`src/rtl/iis_rx_stereo.sv`:
```
// I2S stereo receiver: assembles left/right words and presents them as a pair on a valid/ready port.
// Define IIS_RX_LEFT_JUSTIFIED_EN for left-justified timing (slot MSB sampled on the LRCK edge itself).
module iis_rx_stereo #(
  parameter int DW = 24
) (
  input  logic          presetn,
  input  logic          bclk,
  input  logic          LRCK,
  input  logic          datain,
  input  logic          ready,
  output logic [DW-1:0] left_data,
  output logic [DW-1:0] right_data,
  output logic          valid,
  output logic          overrun,
  output logic [1:0]    state_dbg
);
  localparam int CW = $clog2(DW + 1);
  localparam logic [CW-1:0] DW_C   = CW'(DW);
  localparam logic [CW-1:0] LAST_C = CW'(DW - 1);
  localparam logic [CW-1:0] ONE_C  = CW'(1);

  typedef enum logic [1:0] {SYNC = 2'd0, LEFT = 2'd1, RIGHT = 2'd2} state_t;

  state_t        state_q;
  logic          lrck_d;
  logic [DW-1:0] shift_q;
  logic [DW-1:0] staging_q;
  logic [CW-1:0] cnt_q;
  logic [DW-1:0] word_nxt;
  logic [DW-1:0] fin_word;
  logic [DW-1:0] first_word;
  logic          slot_edge;
  logic          start;
  logic          start_rise;
  logic          glitch;
  logic          in_slot;
  logic          left_fin;
  logic          right_fin;

  assign slot_edge = LRCK != lrck_d;

`ifdef IIS_RX_LEFT_JUSTIFIED_EN
  assign start      = slot_edge;
  assign start_rise = LRCK;
`else
  // Slot data starts one bclk after the LRCK edge, so the slot start is the delayed edge.
  logic edge_q;
  logic rise_q;
  assign start      = edge_q;
  assign start_rise = rise_q;
`endif

  assign in_slot   = (state_q == LEFT) || (state_q == RIGHT);
  assign glitch    = slot_edge && (((state_q == LEFT) && !LRCK) || ((state_q == RIGHT) && LRCK));
  assign state_dbg = state_q;

  // Bits fill from the MSB down, so a short slot leaves its unfilled LSBs at zero.
  always_comb begin
    word_nxt = shift_q;
    for (int i = 0; i < DW; i++) begin
      if (int'(cnt_q) == DW - 1 - i) word_nxt[i] = datain;
    end
    first_word         = '0;
    first_word[DW-1]   = datain;
    fin_word           = word_nxt;
    left_fin           = 1'b0;
    right_fin          = 1'b0;
    if (in_slot && !glitch) begin
      if (start) begin
        if (cnt_q != DW_C) begin
          fin_word  = shift_q;
          left_fin  = (state_q == LEFT) && start_rise;
          right_fin = (state_q == RIGHT) && !start_rise;
        end
      end else if (cnt_q == LAST_C) begin
        left_fin  = state_q == LEFT;
        right_fin = state_q == RIGHT;
      end
    end
  end

  // Output handshake: a pair is taken at a posedge with valid && ready; while valid is high
  // and ready low the outputs hold, and a further completed pair is dropped and flags overrun.
  always_ff @(posedge bclk or negedge presetn) begin
    if (!presetn) begin
      state_q    <= SYNC;
      lrck_d     <= 1'b0;
`ifndef IIS_RX_LEFT_JUSTIFIED_EN
      edge_q     <= 1'b0;
      rise_q     <= 1'b0;
`endif
      shift_q    <= '0;
      staging_q  <= '0;
      cnt_q      <= '0;
      left_data  <= '0;
      right_data <= '0;
      valid      <= 1'b0;
      overrun    <= 1'b0;
    end else begin
      lrck_d <= LRCK;
`ifndef IIS_RX_LEFT_JUSTIFIED_EN
      edge_q <= slot_edge;
      rise_q <= LRCK;
`endif
      if (left_fin) staging_q <= fin_word;

      if (right_fin) begin
        if (!valid || ready) begin
          left_data  <= staging_q;
          right_data <= fin_word;
          valid      <= 1'b1;
        end else begin
          overrun <= 1'b1;
        end
      end else if (valid && ready) begin
        valid <= 1'b0;
      end

      if (glitch) begin
        state_q <= SYNC;
        cnt_q   <= '0;
      end else if (start && (state_q == SYNC)) begin
        if (!start_rise) begin
          state_q <= LEFT;
          shift_q <= first_word;
          cnt_q   <= ONE_C;
        end
      end else if (start) begin
        if ((state_q == LEFT) == start_rise) begin
          state_q <= (state_q == LEFT) ? RIGHT : LEFT;
          shift_q <= first_word;
          cnt_q   <= ONE_C;
        end else begin
          state_q <= SYNC;
          cnt_q   <= '0;
        end
      end else if (in_slot && (cnt_q != DW_C)) begin
        shift_q <= word_nxt;
        cnt_q   <= cnt_q + ONE_C;
      end
    end
  end

endmodule

```
`config.mk`:
```
export PLATFORM = sky130hd
export DESIGN_NAME = iis_rx_stereo
export DESIGN_NICKNAME = d
export VERILOG_FILES = /design/src/rtl/iis_rx_stereo.sv
export SDC_FILE = /design/constraint.sdc
export NUM_CORES = 1
export LEC_CHECK = 0
export BUFFER_PORTS_ARGS = -buffer_cell sky130_fd_sc_hd__buf_2
export CAP_MARGIN = 0
export CORE_MARGIN = 3
export CORE_UTILIZATION = 59
export DETAILED_ROUTE_END_ITERATION = 10
export GPL_TIMING_DRIVEN = 0
export PLACE_DENSITY = 0.81
export SETUP_SLACK_MARGIN = 0.5
export SYNTH_ARGS = -nofsm -noshare
export SYNTH_HDL_FRONTEND = slang
export SYNTH_SLANG_ARGS = --single-unit
```
`constraint.sdc`:
```
create_clock -name bclk -period 6.1 [get_ports bclk]
set_input_delay 1.22 -clock bclk [delete_from_list [all_inputs] [get_ports bclk]]
set_output_delay 1.22 -clock bclk [all_outputs]
set_load 0.01 [all_outputs]
```
### Word-level counts from Yosys, hierarchy flattened

Cells that the tools add are included.
W data, S select, Z words.

* output and inout port bits: 52
* flip-flop bits (word level): 107
* logic and storage cells: 129

* add/subtract/negate cells: 1
* reduce and logical (&&, ||, !) cells: 28
* bitwise gates (word level): 2
* mux-type cells: 55
* eq/ne operators: 33

Operators by type and width (number)
* $mux W24: 8
* $eq A5 B5 Y1 const B: 17
* $mux W1: 36
* $mux W5: 5
* $eq A5 B4 Y1 const B: 4
* $mux W2: 6
* $eq A5 B3 Y1 const B: 2
* $reduce_and A2 Y1: 5
* $logic_and A1 B1 Y1: 9
* $reduce_bool A3 Y1: 2
* $add A5 B1 Y5 const B: 1
* $eq A5 B2 Y1 const B: 1
* $logic_not A5 Y1: 1
* $ne A5 B5 Y1 const B: 1
* $logic_not A1 Y1: 4
* $reduce_and A4 Y1: 1
* $reduce_bool A4 Y1: 1
* $logic_or A1 B1 Y1: 3
* $ne A3 B1 Y1 const B: 1
* $ne A3 B3 Y1 const B: 1
* $eq A2 B1 Y1 const B: 1
* $eq A2 B2 Y1 const B: 1
* $logic_not A2 Y1: 1
* $ne A2 B1 Y1 const B: 1
* other kinds (5): 6

### Logic depth before layout (Yosys ltp)

* word-level depth: 9
* gate-level depth with buffers: 11

### Least setup slack after synthesis

Ideal clock, no wire load.

* path kind: input -> register
* from: in LRCK
* to: reg left_data[19]
* arrival time: 2.633 ns
* slack: 3.342 ns
* stages: 6
* required time: 5.975 ns
* cell sequence: and3b_1 -> or4_4 -> nand2b_4 -> buf_6 -> buf_6 -> mux2_4

* word-level cells in the longest chain between the ends: 8
* elaborated cells between the ends (all ways): 10

Ends and longest elaborated chain
* start: declaration: line 8 `input logic LRCK,`
* $logic_not A1 Y1: line 54 `assign glitch = slot_edge && (((state_q == LEFT) && !LRCK) || ((state_q == RIGHT) && LRCK));`
* $logic_and A1 B1 Y1: line 54
* $logic_or A1 B1 Y1: line 54
* $logic_and A1 B1 Y1 (*): line 54
* $logic_not A1 Y1 (*): line 68 `if (in_slot && !glitch) begin`
* $logic_and A1 B1 Y1 (*): line 68
* $mux W1 (*): line 68
* $reduce_and A2 Y1 (no source line) (*)
* end signal: assignment: line 109 `left_data <= staging_q;`
* end: declaration: line 11 `output logic [DW-1:0] left_data,`

Mark *: on every way between the ends. The rest lies on a longest branch, timed or not.
A chain may end at the register's enable or synchronous reset.

### Worst setup path after layout

* from: reg state_q[1], in the netlist state_dbg[1]
* to: reg shift_q[9]

* word-level cells in the longest chain between the ends: 6
* elaborated cells between the ends (all ways): 17

Ends and longest elaborated chain
* start: declaration: line 24 `state_t state_q;`
* start signal: assignment: line 130 `state_q <= (state_q == LEFT) ? RIGHT : LEFT;`
* branches (longest 6 deep; another with $reduce_and A4 Y1)
* end signal: assignment: line 125 `shift_q <= first_word;`
* end signal: assignment: line 131 `shift_q <= first_word;`
* end signal: assignment: line 138 `shift_q <= word_nxt;`
* end: declaration: line 26 `logic [DW-1:0] shift_q;`

Several ways; the timed one is not identified.

==> flow_metrics.py <==
metrics = {
    "global_route": {
        "grt_max_degree": 61,
        "antenna_found_initial": 0,
        "grt_pass1_wl_um": 17790,
        "grt.overflow.total": 0,
        "track_usage_pct": 22.63,
        "grt_pass1_vias": 3688,
    },
    "die": {
        "die_h_um": 98.91,
        "pin_count": 57,
        "start_util_pct": 61.36,
        "die-width_um": 98.91,
        "row_count": 33,
        "core_area_um2": 8299,
        "die_area_um2": 9782,
    },
    "sta": {
        "finalClockSkew_ns": 0.01070,
        "setup_slack_ns": 3.271,
        "fmax_mhz": 353.4,
        "worstMarginPinSlew_ns": 0.6487,
        "slew_headroom_pct": 56.66,
        "min_period_over_period_pct": 46.38,
        "min_period_ns": 2.829,
        "setup_tns_ns": 0,
        "finalHoldViolations": 0,
        "setup-violations-final": 0,
        "slew_violations": 0,
        "rsz0062_at_grt": "no",
    },
    "critical_path": {
        "slowest_delay_ns": 0.50,
        "path_class": "reg -> reg",
        "worst-path-max-fanout": 10,
        "rr_worst_depth": 11,
        "cp_cell_sequence": "inv_1, ha_1, inv_1, ha_1, nand2b_1, a32oi_1, nand2b_1, buf_2, buf_1, nand2_1, o31ai_1",
        "timing.rr.start": "state_dbg[1]",
        "worstReg2RegEnd": "shift_q[9]",
        "cp_slowest_cell": "a32oi_1",
        "cp_data_arrival_time_ns": 3.11,
        "cp.required_ns": 6.38,
        "r2r_setup_slack_ns": 3.27,
        "start_kind": "flip-flop",
        "end_kind": "flip-flop",
        "cpLargestDelayFamily": "buffers and inverters",
        "crit_buf_inv": 4,
    },
    "cells_and_area": {
        "syn_to_final_growth_pct": 12.48,
        "fin_nets": 530,
        "final_cell_mix": "dfrtp_1 (107), buf_2 (65), nand2_1 (49)",
        "drive_gt1_share_pct": 26.92,
        "nFillCells": 631,
        "layout.cells.non_filler": 625,
        "seq_area_um2": 2678,
        "multi_input_area_um2": 2158,
        "final_common_cell": "dfrtp_1",
        "diodes": 0,
    },
    "logic_synthesis": {
        "ys.flop_type": "dfrtp_1",
        "ys_seq_area_share_pct": 52.58,
        "avgSynthCellArea_um2": 11.39,
        "synth_edf_count": 0,
        "yosysWarnings": 0,
        "synthCells": 447,
        "synth_area_um2": 5092,
        "synthesis.nets": 462,
        "synthArstFlopShare_pct": 100.0,
        "synth_cell_types": 46,
        "ys_seq_elements": 107,
    },
    "min_path": {
        "holdCritPathClass": "reg -> reg",
        "holdPathEnd": "overrun",
        "min_from": "overrun",
        "whs_path_depth": 1,
    },
    "clock_network": {
        "numCtsBuffers": 9,
        "cts.path.max_buffers": 2,
        "clockRootBuffer": "clkbuf_8",
        "cts_sinks": 107,
        "clkTransAtPathRegs_ns": 0.10,
        "cts_resized": 0,
        "cts_setup_buffers": 0,
        "hold_buffers": 0,
        "htree_levels": 3,
        "cts_tree": "done",
        "clk_latency_ns": 0.38,
    },
    "routing": {
        "postRouteAntennaNets": 0,
        "avgViaCountPerCell": 5.798,
        "drcViolationCount": 0,
        "dr.pass1.iters": 6,
        "drt_iter0_drc": 216,
        "totalWireLength_um": 10620,
        "wire_per_inst_um": 16.99,
        "via_count": 3624,
    },
    "placement": {
        "dpl.hpwl_um": 7375,
        "port_buffers": 56,
        "place_inst": 609,
        "dp_slack_ns": 2.956,
        "gp_congestion": 0.9030,
    },
    "pwr": {
        "power_leakage_nw": 2.981,
        "ir_drop_mv": 0.1935,
        "p_per_area_nw_per_um2": 365.1,
    },
    "status": {
        "status": "finished, final reports clean",
    },
    "flow_run": {
        "drv_cap": 0,
    },
}
state kept, by name, summed over array words and instances, names as in the netlist:
register and cells:
shift_q 24, rise_q 1, right_data 24, staging_q 24
cnt_q 5, valid 1, overrun 1, edge_q 1
left_data 24, state_dbg 2
per-stage QoR:
step	cell area (um2)	hold WS [ns]	utilization [%]	total power, mW
after global routing	5728	0.5108	69.02	2.211
after detailed placement	5534	0.4664	66.68	1.671
after global placement	5504	0.4535	66.32	1.640
final	5728	0.4852	69.02	2.091
after CTS	5728	0.4889	69.02	2.099
after floorplan	5092	0.4460	-	1.417
cell usage after synthesis, types with 4 or more instances:
master	instances	area [um2]
a31oi_1	4	25.02
nor2b_1	7	43.79
mux2i_1	38	380.4
nand3_1	9	45.04
o31ai_1	17	127.6
mux2_4	10	150.1
nand2b_1	6	37.54
mux2_2	42	473.0
a21oi_1	5	25.02
buf_2	10	50.05
clkbuf_1	10	37.54
a22o_1	7	61.31
nor2_1	8	30.03
nor3_1	4	20.02
nand4b_1	4	35.03
ha_1	10	125.1
buf_1	4	15.01
o21ai_0	29	145.1
nand2_1	49	183.9
inv_1	34	127.6
dfrtp_1	107	2678
power breakdown:
group          leakage, nW  internal [mW]  switching, mW
Clock                0.102          0.177          0.255
Combinational         1.45          0.290          0.422
Sequential            1.43          0.859         0.0887
final cells by class:
cell class,count,share of cell area [%]
plain buffers,26,2.184
clock buffers,11,2.643
clock inverters,5,0.7427
inverters,35,2.294
multi-input cells,279,37.68
flip-flops and latches,107,46.75
well taps,105,2.294
repair buffers,57,5.417
metal layers:
metal  wire [um]  GRT usage, %
met1        4834         30.92
met2        4950         36.36
met3         614         4.529
met4         218         7.668
met5           0             0
worst max path at each step:
stage	slack (ns)	from	cells after the start	end
6_report	3.27	state_dbg[1]	11	shift_q[9]
5_1_grt	3.12	state_dbg[1]	11	shift_q[9]
4_1_cts	3.33	LRCK	8	staging_q[16]
3_5_place_dp	2.96	LRCK	8	staging_q[16]
3_3_place_gp	2.68	presetn	1	left_data[0]
2_1_floorplan	3.34	LRCK	6	left_data[19]
cells by family after synthesis:
family | share of synthesized area, %
adders and majority gates | 2.457
muxes | 19.70
DFF | 52.58
buffers and inverters | 5.037
AOI/OAI and AO/OA | 9.459
and+or+nand+nor | 10.42
xor gates and xnor gates | 0.3440
Note: power is estimated with default switching activity, not from simulation.
